`config.mk`:
```
export PLATFORM = sky130hd
export DESIGN_NAME = max_pool_ctrl
export DESIGN_NICKNAME = d
export VERILOG_FILES = /design/src/rtl/max_pool_ctrl.sv
export SDC_FILE = /design/constraint.sdc
export NUM_CORES = 1
export LEC_CHECK = 0
export ABC_AREA = 1
export CAP_MARGIN = 20
export CORE_AREA = 8 8 107 109
export DETAILED_ROUTE_END_ITERATION = 8
export DIE_AREA = 0 0 115 117
export PLACE_DENSITY = 0.82
export SETUP_SLACK_MARGIN = 0.1
export SYNTH_ARGS = -nofsm -noshare
export SYNTH_HDL_FRONTEND = slang
export SYNTH_SLANG_ARGS = --single-unit
```
`constraint.sdc`:
```
create_clock -name clk -period 2.2 [get_ports clk]
set_clock_uncertainty 0.1 [all_clocks]
set_input_delay 0.55 -clock clk [delete_from_list [all_inputs] [get_ports clk]]
set_output_delay 0.55 -clock clk [all_outputs]
set_load 0.05 [all_outputs]
```
`src/rtl/max_pool_ctrl.sv`:
```
// rtl/max_pool_ctrl.sv - windowed max/argmax reducer sequencing a shared float comparator
module max_pool_ctrl #(
    parameter int DATA_WIDTH    = 32,
    parameter int WIN           = 4,
    parameter int OUT_PER_FRAME = 16,
    localparam int IDX_W        = (WIN > 1) ? $clog2(WIN) : 1
) (
    input  logic                  clk,
    input  logic                  rst_n,
    input  logic                  clear,
    input  logic                  in_valid,
    output logic                  in_ready,
    input  logic [DATA_WIDTH-1:0] in_data,
    output logic [DATA_WIDTH-1:0] cmp_a,
    output logic [DATA_WIDTH-1:0] cmp_b,
    input  logic                  cmp_gt,
    input  logic [DATA_WIDTH-1:0] cmp_result,
    output logic                  out_valid,
    input  logic                  out_ready,
    output logic [DATA_WIDTH-1:0] out_data,
    output logic [IDX_W-1:0]      out_index,
    output logic                  out_last
);

    localparam int CNT_W = $clog2(WIN + 1);
    localparam int FRM_W = $clog2(OUT_PER_FRAME + 1);
    localparam logic [CNT_W-1:0] CNT_LAST = CNT_W'(WIN - 1);
    localparam logic [FRM_W-1:0] FRM_LAST = FRM_W'(OUT_PER_FRAME - 1);

    typedef enum logic [1:0] {S_FIRST, S_ACC, S_OUT} state_t;

    state_t                state_q, state_d;
    logic [CNT_W-1:0]      cnt_q, cnt_d;
    logic [FRM_W-1:0]      frame_cnt_q, frame_cnt_d;
    logic [DATA_WIDTH-1:0] max_q, max_d;
    logic [IDX_W-1:0]      idx_q, idx_d;
    logic                  out_valid_q, out_valid_d;
    logic [DATA_WIDTH-1:0] out_data_q, out_data_d;
    logic [IDX_W-1:0]      out_index_q, out_index_d;
    logic                  out_last_q, out_last_d;
    logic                  accept;
    logic                  load_first;

    assign cmp_a     = in_data;
    assign cmp_b     = max_q;
    assign in_ready  = rst_n && !clear && ((state_q != S_OUT) || out_ready);
    assign accept    = in_valid && in_ready;
    assign out_valid = out_valid_q;
    assign out_data  = out_data_q;
    assign out_index = out_index_q;
    assign out_last  = out_last_q;

    always_comb begin
        state_d     = state_q;
        cnt_d       = cnt_q;
        frame_cnt_d = frame_cnt_q;
        max_d       = max_q;
        idx_d       = idx_q;
        out_valid_d = out_valid_q;
        out_data_d  = out_data_q;
        out_index_d = out_index_q;
        out_last_d  = out_last_q;
        load_first  = 1'b0;

        if (clear) begin
            state_d     = S_FIRST;
            cnt_d       = '0;
            frame_cnt_d = '0;
            out_valid_d = 1'b0;
            out_last_d  = 1'b0;
        end else begin
            case (state_q)
                S_FIRST: load_first = accept;
                S_ACC: begin
                    if (accept) begin
                        // Strict gt keeps the earliest maximum and never lets a NaN in
                        max_d = cmp_result;
                        if (cmp_gt) idx_d = IDX_W'(cnt_q);
                        cnt_d = cnt_q + CNT_W'(1);
                        if (cnt_q == CNT_LAST) begin
                            out_data_d  = cmp_result;
                            out_index_d = cmp_gt ? IDX_W'(cnt_q) : idx_q;
                            out_valid_d = 1'b1;
                            out_last_d  = (frame_cnt_q == FRM_LAST);
                            state_d     = S_OUT;
                        end
                    end
                end
                S_OUT: begin
                    if (out_ready) begin
                        out_valid_d = 1'b0;
                        frame_cnt_d = (frame_cnt_q == FRM_LAST) ? '0 : frame_cnt_q + FRM_W'(1);
                        state_d     = S_FIRST;
                        load_first  = accept;
                    end
                end
                default: state_d = S_FIRST;
            endcase

            // Shared by S_FIRST and the zero-bubble path out of S_OUT
            if (load_first) begin
                max_d = in_data;
                idx_d = '0;
                cnt_d = CNT_W'(1);
                if (WIN == 1) begin
                    out_data_d  = in_data;
                    out_index_d = '0;
                    out_valid_d = 1'b1;
                    out_last_d  = (frame_cnt_d == FRM_LAST);
                    state_d     = S_OUT;
                end else begin
                    state_d = S_ACC;
                end
            end
        end
    end

    always_ff @(posedge clk or negedge rst_n) begin
        if (!rst_n) begin
            state_q     <= S_FIRST;
            cnt_q       <= '0;
            frame_cnt_q <= '0;
            max_q       <= '0;
            idx_q       <= '0;
            out_valid_q <= 1'b0;
            out_data_q  <= '0;
            out_index_q <= '0;
            out_last_q  <= 1'b0;
        end else begin
            state_q     <= state_d;
            cnt_q       <= cnt_d;
            frame_cnt_q <= frame_cnt_d;
            max_q       <= max_d;
            idx_q       <= idx_d;
            out_valid_q <= out_valid_d;
            out_data_q  <= out_data_d;
            out_index_q <= out_index_d;
            out_last_q  <= out_last_d;
        end
    end

endmodule
```
==> flow_summary.toml, run 1 <==
[critical_path]
r2r-end = "out_data[29]$_DFFE_PN0P_"
endpoint_kind = "output port"
cp_num_cells = 6
max_stage_delay_ns = 0.47
cp.required_ns = 1.55
crit_arrival_ns = 1.41
crit_slowest_cell = "clkdlybuf4s50_1"
worst_r2r_path_depth = 8
cp_cell_sequence = "clkdlybuf4s50_1, inv_2, nand3_4, nand2_1, inv_2, buf_12"
reg2reg_from = "cnt_q[0]$_DFFE_PN0P_"
endpoint = "in_ready"
critPathLaunch = "out_ready"
crit_buf_inv = 4
ff2ff_setup_slack_ns = 0.54
cpMostUsedCell = "inv_2"
worst-setup-path-type = "input port to output port"
critPathLaunchType = "input port"
cp_top_family = "buffers and inverters"
cp_max_fo = 4

[clock_network]
cts_max_path_buffers = 2
cts.sink_count = 80
cts_tree = "yes"
cts_root_buf = "clkbuf_8"
path_clk_slew_ns = 0.08
clk_latency_ns = 0.33
ctsHoldBuffers = 0
cts_max_level = 3
cts_made_buffers = 9

[cells_and_area]
antenna_cells = 0
area_growth_pct = 58.3
final_cell_mix = "229 x nand2_1, 80 x dfrtp_1, 68 x clkdlybuf4s50_1"
drive_gt1_share_pct = 15.3
nets = 669
final_area_um2 = 5870
mostFrequentLayoutCell = "nand2_1"
fillers = 907

[global_route]
grt_max_degree = 81
track_usage_pct = 17.4
grt_pass1_wl_um = 18200
grt.overflow.total = 0
grt_antenna_before_repair = 0
first_global_vias = 3572

[timing]
grt_setup_unrepaired = "false"
drv_slew = 0
period_minus_slack_ns = 2.06
fmax_mhz = 486
worstMarginPinSlew_ns = 0.540
final-setup-viol-count = 0
finalHoldViolCount = 0
fin_crit_sh_pct = 93.6
slew_headroom_pct = 64.1
final.setup.tns_ns = 0

[die]
die_y_um = 117
placementRows = 37
start_util_pct = 37.4
dieArea_um2 = 13500
chipWidth_um = 115
coreArea_um2 = 9910
ios = 171

[routing]
postRouteAntennaNets = 0
routedWlPerCell_um = 15.7
drtIter0Drc = 209
drt_pre_antenna_iters = 5
route.detailed.drc = 0
viasPerCell = 4.64
wl_um = 11500
route.vias.total = 3420

[synthesis]
netlist_area_um2 = 3710
synth_fp_nets = 517
ys_ff_latch = 80
ys_warn_count = 0
ys_seq_area_share_pct = 54.0
syn-mean-instance-area_um2 = 8.36
syn_inst = 444
synthDistinctLibCells = 23

[hold_path]
min_path_type = "input port to async pin"

[power]
p_leak_uw = 0.00311
ir_worst_vdd_uv = 474
power.density_nw_per_um2 = 699

[placed_design]
io_buffers = 170
placed_area_um2 = 5690
place.detailed.hpwl_um = 8970
gp_congestion = 0.775

[run]
maxCapViolCount = 0

[status]
status = "complete, no violations"
==> state kept, by name, summed over array words and instances (netlist names) <==
name	count
cmp_b	32
out_data	32
frame_cnt_q	5
cnt_q	3
idx_q	2
out_index	2
state_q	2
out_last	1
out_valid	1
==> worst min-delay path by stage <==
stage	from	endpoint	slack, ns	depth (start not counted)
CTS	out_data[14]$_DFFE_PN0P_	out_data[14]$_DFFE_PN0P_	0.37	2
floorplan	rst_n	cmp_b[0]$_DFFE_PN0P_	0.15	0
finish	rst_n	out_data[30]$_DFFE_PN0P_	0.16	2
detailed placement	out_data[14]$_DFFE_PN0P_	out_data[14]$_DFFE_PN0P_	0.36	2
global placement	out_data[1]$_DFFE_PN0P_	out_data[1]$_DFFE_PN0P_	0.36	2
global route	rst_n	out_data[27]$_DFFE_PN0P_	0.18	2
==> routing by layer <==
layer	track usage (%)	part of all wire [%]	vias up
met4	5.69	2.2	0
met1	18.5	37	1606
met2	31.4	53	143
li1	-	-	1653
met3	6.36	7.7	18
met5	0	0	-
==> power breakdown <==
group	internal [uW]	total [uW]	switching (uW)
Sequential	1610	1680	73.9
Clock	585	1090	503
Combinational	455	1340	881
Total	2650	4100	1460
==> what timing repair did <==
| action | 4_1_cts | 5_1_grt |
|---|---|---|
| gates resized for setup | 55 | 0 |
| setup endpoints to repair | 53 | 1 |
| pin swaps | 1 | 0 |
| setup buffers | 2 | 1 |
==> layout make-up <==
| cell class | instances | area (um^2) | share of cell area [%] |
|---|---|---|---|
| timing repair buffer | 188 | 2130 | 36.3 |
| sequential | 80 | 2000 | 34.1 |
| multi-input combinational | 300 | 1310 | 22.2 |
| tap | 136 | 170 | 2.90 |
| clock buffer | 13 | 159 | 2.71 |
| inverter | 17 | 63.8 | 1.09 |
| clock inverter | 3 | 40.0 | 0.682 |
==> logic make-up after synthesis <==
family          count (synthesis)  share of synthesized area, %
flops                          80                          54.0
xor+xnor                        1                         0.236
fa+ha+maj                       3                          1.01
buf+inv                        64                          11.1
simple gates                  281                          31.5
compound gates                 15                          2.19
==> cells in the mapped netlist, drive strengths merged <==
cell / number / area share, %
a211oi: 1 / 0.20
a21oi: 3 / 0.40
buf: 45 / 9.1
clkbuf: 2 / 0.20
dfrtp: 80 / 54
ha: 3 / 1.0
inv: 17 / 1.7
nand2: 229 / 23
nand3: 40 / 5.9
nand4: 1 / 0.34
nor2: 11 / 2.2
o211ai: 1 / 0.20
o21ai: 9 / 1.2
o22ai: 1 / 0.17
xor2: 1 / 0.24
==> stage by stage <==
step                      total power [uW]  setup slack (ns)  hold slack [ns]  util [%]  instances
after floorplan                       2510             0.453            0.154         -        444
after global placement                3110            0.0389            0.355      57.4        717
after detailed placement              3130           0.00331            0.358      57.4        717
after CTS                             4150             0.139            0.373      59.0        735
after global routing                  4290             0.110            0.180      59.3        737
final                                 4100             0.141            0.163      59.3        737
Power figures use the tool's default switching activity.
==> run 2, diff against run 1 <==
--- a/config.mk
+++ b/config.mk
@@ -7,9 +7,9 @@
 export LEC_CHECK = 0
 export ABC_AREA = 1
 export CAP_MARGIN = 20
-export CORE_AREA = 8 8 107 109
+export CORE_AREA = 8 8 119 99
 export DETAILED_ROUTE_END_ITERATION = 8
-export DIE_AREA = 0 0 115 117
+export DIE_AREA = 0 0 127 107
 export PLACE_DENSITY = 0.82
 export SETUP_SLACK_MARGIN = 0.1
 export SYNTH_ARGS = -nofsm -noshare
==> run 2 against run 1 <==
  * Flip-flop and latch count did not move
  * Largest cell class unchanged
  * Fmax rose by 0.61%
  * Hold slack got worse by 0.039 ns
  * Final cell count fell by 2.4%
  * Power rose by 7.9%
  * Non-clock buffer count fell by 4
  * Critical path depth did not move
  * Die area rose by 1.0%
  * Sequential share of layout area fell by 0.19 points
  * Via count rose by 0.88%
  * Critical endpoint unchanged
  * Cell area rose by 0.55%
==> flow_summary.toml, run 2 (synthesis results as in run 1) <==
[cells_and_area]
multi_input_area_um2 = 1300
seq_area_um2 = 2000
final_cell_mix = "229 x nand2_1, 80 x dfrtp_1, 67 x clkdlybuf4s50_1"
area_growth_pct = 59.2
drive_gt1_share_pct = 14.4
antenna_cells = 0
fillers = 879
mostFrequentLayoutCell = "nand2_1"
nets = 665
instances_no_fill = 719

[global_route]
grt_pass1_wl_um = 18300
grt_antenna_before_repair = 0
grt.overflow.total = 0
grt_max_degree = 81
track_usage_pct = 17.0
first_global_vias = 3546

[placed_design]
gp_congestion = 0.790
dp.cells = 700
io_buffers = 170
place.detailed.hpwl_um = 8650
place_ws_ns = -0.102

[critical_path]
cp_num_cells = 6
crit_buf_inv = 4
reg2reg_from = "cnt_q[0]$_DFFE_PN0P_"
critPathLaunchType = "input port"
worst_r2r_path_depth = 7
crit_arrival_ns = 1.40
cp.required_ns = 1.55
max_stage_delay_ns = 0.45
cp_max_fo = 2
worst-setup-path-type = "input port to output port"
cp_cell_sequence = "clkdlybuf4s50_1, inv_1, nand3_2, nand2_1, inv_1, buf_12"
cp_top_family = "buffers and inverters"
cpMostUsedCell = "inv_1"
crit_slowest_cell = "clkdlybuf4s50_1"
endpoint_kind = "output port"
critPathLaunch = "out_ready"

[routing]
drtIter0Drc = 185
route.detailed.drc = 0
wl_um = 11500
viasPerCell = 4.80
drt_pre_antenna_iters = 4
route.vias.total = 3450
postRouteAntennaNets = 0
routedWlPerCell_um = 16.0

[die]
die_y_um = 107
coreArea_um2 = 9910
placementRows = 33
dieArea_um2 = 13600
start_util_pct = 37.4
ios = 171
chipWidth_um = 127

[clock_network]
clk_latency_ns = 0.33
cts_tree = "yes"
cts_made_buffers = 9
cts_max_level = 3
cts_root_buf = "clkbuf_16"
cts_max_path_buffers = 2
cts.sink_count = 80
path_clk_slew_ns = 0.06
ctsHoldBuffers = 0

[timing]
worst_slack_ns = 0.153
fin_crit_sh_pct = 93.0
hold_slack_ns = 0.123
drv_slew = 0
worstMarginPinSlew_ns = 0.532
final-setup-viol-count = 0
grt_setup_unrepaired = "false"
fmax_mhz = 489
slew_headroom_pct = 64.7
finalHoldViolCount = 0
period_minus_slack_ns = 2.05

[power]
power.density_nw_per_um2 = 750
p_leak_uw = 0.00314
fin_total_pwr_uw = 4430
ir_worst_vdd_uv = 457

[hold_path]
min_path_type = "input port to async pin"

[run]
maxCapViolCount = 0

[status]
status = "complete, no violations"
## run 2: cell types whose count changed in the layout (fill, tap and decap cells not counted), sizes merged
| cell | before | now |
|---|---|---|
| buf | 68 | 63 |
| bufinv | 1 | 0 |
| clkdlybuf4s50 | 68 | 67 |
| clkinv | 2 | 3 |
| dlygate4sd2 | 52 | 53 |
| dlymetal6s2s | 0 | 1 |
## run 2: worst paths after layout
check,to,slack [ns]
worst max register to register,out_data[0]$_DFFE_PN0P_,0.42
min in group clk,out_data[9]$_DFFE_PN0P_,0.36
worst max-delay path,in_ready,0.15
worst min-delay path,cmp_b[23]$_DFFE_PN0P_,0.12
worst min register to register,out_data[9]$_DFFE_PN0P_,0.36
max in group asynchronous,cmp_b[20]$_DFFE_PN0P_,1.28
## run 2: timing repair
action,CTS,global route
setup buffers,2,0
pin swaps,2,0
setup endpoints to repair,54,2
resized for setup,53,3
## run 2: final cells by class
cell class / instances / area share, %
timing repair buffer: 184 / 35.6
clock buffer: 13 / 4.58
clock inverter: 3 / 0.254
inverter: 17 / 1.12
sequential: 80 / 33.9
multi-input combinational: 300 / 22.0
tap: 122 / 2.58
## run 2: where the power goes
| group | total, uW | switching (uW) | internal, uW |
|---|---|---|---|
| Combinational | 1330 | 880 | 455 |
| Clock | 1410 | 556 | 851 |
| Sequential | 1690 | 79.5 | 1610 |
| Total | 4430 | 1510 | 2910 |
## run 2: stage by stage
| stage | TNS (ns) | instance area, um^2 | util (%) |
|---|---|---|---|
| detailed placement | -0.455 | 5640 | 56.9 |
| CTS | 0 | 5870 | 59.3 |
| global placement | -0.0222 | 5640 | 56.9 |
| global route | 0 | 5910 | 59.6 |
| floorplan | 0 | 3710 | - |
| finish | 0 | 5910 | 59.6 |
## run 2: layer usage
layer  vias up  global-route usage, %  routed length [um]
li1       1652                      -                   -
met1      1642                   19.4                4770
met2       144                   28.6                5580
met3        12                   7.04                1040
met4         0                   4.92                 127
met5         -                      0                   0
==> run 3, diff against run 2 <==
--- a/config.mk
+++ b/config.mk
@@ -6,11 +6,12 @@
 export NUM_CORES = 1
 export LEC_CHECK = 0
 export ABC_AREA = 1
+export ABC_CLOCK_PERIOD_IN_PS = 1700
 export CAP_MARGIN = 20
-export CORE_AREA = 8 8 119 99
+export CORE_AREA = 8 8 120 100
 export DETAILED_ROUTE_END_ITERATION = 8
-export DIE_AREA = 0 0 127 107
-export PLACE_DENSITY = 0.82
+export DIE_AREA = 0 0 128 108
+export PLACE_DENSITY = 0.83
 export SETUP_SLACK_MARGIN = 0.1
 export SYNTH_ARGS = -nofsm -noshare
 export SYNTH_HDL_FRONTEND = slang
==> constraint.sdc (replaced) <==
create_clock -name clk -period 1.7 [get_ports clk]
set_clock_uncertainty 0.1 [all_clocks]
set_input_delay 0.425 -clock clk [delete_from_list [all_inputs] [get_ports clk]]
set_output_delay 0.425 -clock clk [all_outputs]
set_load 0.05 [all_outputs]
==> run 3 against run 2 <==
  * Cell area up 19%
  * Clock-buffer cell count down 3
  * First-iteration DRC count increased by 39%
  * Sequential power grew 36%
  * Wire length is 18% higher
  * Core utilization increased by 11 points
  * Critical endpoint unchanged
  * Largest cell class unchanged
==> flow_summary.toml, run 3 (synthesis results as in run 1) <==
[placed_design]
io_buffers = 170
place.detailed.hpwl_um = 9810
dp.cells = 729
gp_congestion = 0.835

[die]
placementRows = 33
ios = 171
die_y_um = 108
coreArea_um2 = 9990
dieArea_um2 = 13800
start_util_pct = 37.1
chipWidth_um = 128

[clock_network]
path_clk_slew_ns = 0.06
cts.sink_count = 80
cts_tree = "yes"
cts_max_path_buffers = 2
cts_made_buffers = 9
cts_max_level = 3
cts_root_buf = "clkbuf_16"
clk_latency_ns = 0.32

[critical_path]
critPathLaunch = "state_q[1]$_DFFE_PN0P_"
cp_cell_sequence = "nand3_4, nand2_2, inv_2, buf_12"
crit_slowest_cell = "dfrtp_2"
ff2ff_setup_slack_ns = 0.06
worst_r2r_path_depth = 9
cp.required_ns = 1.17
crit_buf_inv = 2
max_stage_delay_ns = 0.45
reg2reg_from = "state_q[0]$_DFFE_PN0P_"
worst-setup-path-type = "register to output port"
cp_num_cells = 4
crit_arrival_ns = 1.13
critPathLaunchType = "register"
cp_max_fo = 5
endpoint_kind = "output port"
cp_top_family = "flip-flops"
r2r-end = "out_data[18]$_DFFE_PN0P_"

[cells_and_area]
drive_gt1_share_pct = 27.9
mostFrequentLayoutCell = "nand2_1"
final_util_pct = 70.6
instances_no_fill = 765
final_cell_mix = "227 x nand2_1, 106 x buf_12, 79 x dfrtp_1"
fillers = 742
nets = 692
area_growth_pct = 90.2

[timing]
grt_setup_unrepaired = "true"
fmax_mhz = 606
final-setup-viol-count = 0
fin_crit_sh_pct = 97.1
period_minus_slack_ns = 1.65
finalHoldViolCount = 0
worstMarginPinSlew_ns = 0.337
drv_slew = 0
slew_headroom_pct = 77.6
final.setup.tns_ns = 0
hold_slack_ns = 0.391

[status]
status = "complete, no violations"

[power]
fin_total_pwr_uw = 6420
power.density_nw_per_um2 = 911
ir_worst_vdd_uv = 590
p_leak_uw = 0.00350

[run]
maxCapViolCount = 0

[global_route]
grt_max_degree = 81
first_global_vias = 3831
grt.overflow.total = 0
grt_pass1_wl_um = 20000
track_usage_pct = 18.3
grt_antenna_before_repair = 1

[routing]
routedWlPerCell_um = 17.8
drt_pre_antenna_iters = 4
drtIter0Drc = 257
viasPerCell = 4.75
route.detailed.drc = 0
route.vias.total = 3635
postRouteAntennaNets = 0
wl_um = 13600

[hold_path]
min_path_type = "register to register"
min-delay-start = "idx_q[1]$_DFFE_PN0P_"
hold_path_depth = 2
whs_endpoint = "idx_q[1]$_DFFE_PN0P_"
## run 3: layout make-up
cell class | instances | area, um^2 | area share (%)
Inverter | 17 | 66.3 | 0.940
Sequential cell | 80 | 2000 | 28.4
Tap cell | 140 | 175 | 2.48
Multi-Input combinational cell | 300 | 1320 | 18.7
Clock inverter | 6 | 60.1 | 0.851
Antenna cell | 1 | 2.50 | 0.0355
Clock buffer | 10 | 229 | 3.25
Timing Repair Buffer | 211 | 3200 | 45.3
## run 3: per-stage QoR
stage | worst slack, ns | area, um^2
floorplan | 0.156 | 3710
global placement | -0.232 | 6450
detailed placement | -0.302 | 6450
CTS | 0.0131 | 6730
global route | -0.00243 | 7050
finish | 0.0489 | 7050
## run 3: per-layer routing
| metal | vias up | part of all wire [%] | GRT usage (%) | routed length, um |
|---|---|---|---|---|
| met5 | - | 0 | 0 | 0 |
| met4 | 0 | 1.2 | 3.90 | 165 |
| met3 | 14 | 10 | 8.31 | 1390 |
| met2 | 161 | 52 | 32.9 | 7060 |
| met1 | 1757 | 37 | 19.5 | 5010 |
| li1 | 1703 | - | - | - |
## run 3: power by group
part | leakage (uW) | internal [uW] | total, uW | switching (uW)
clock | 0.000138 | 1130 | 1870 | 743
sequential | 0.00106 | 2080 | 2290 | 209
combinational | 0.00230 | 1080 | 2260 | 1180
## run 3: timing repair
item | in CTS | in global routing
hold buffers | 0 | 1
setup endpoints to repair | 103 | 70
pin swaps | 2 | 5
endpoints found under the hold margin | 0 | 18
buffers inserted | 3 | 7
gates resized for setup | 40 | 15
gates cloned | 0 | 7
## run 3: worst min-delay path, stage by stage, from the launching register on
cell     delay (ns)
dfrtp_1        0.35
nand2_1        0.06
nand2_1        0.05
## run 3: worst max path at each step
stage	to	slack (ns)
6_report	in_ready	0.05
5_1_grt	out_data[18]$_DFFE_PN0P_	-0.002
4_1_cts	in_ready	0.01
3_5_place_dp	cmp_b[1]$_DFFE_PN0P_	-0.30
3_3_place_gp	cmp_b[16]$_DFFE_PN0P_	-0.23
2_1_floorplan	state_q[1]$_DFFE_PN0P_	0.16
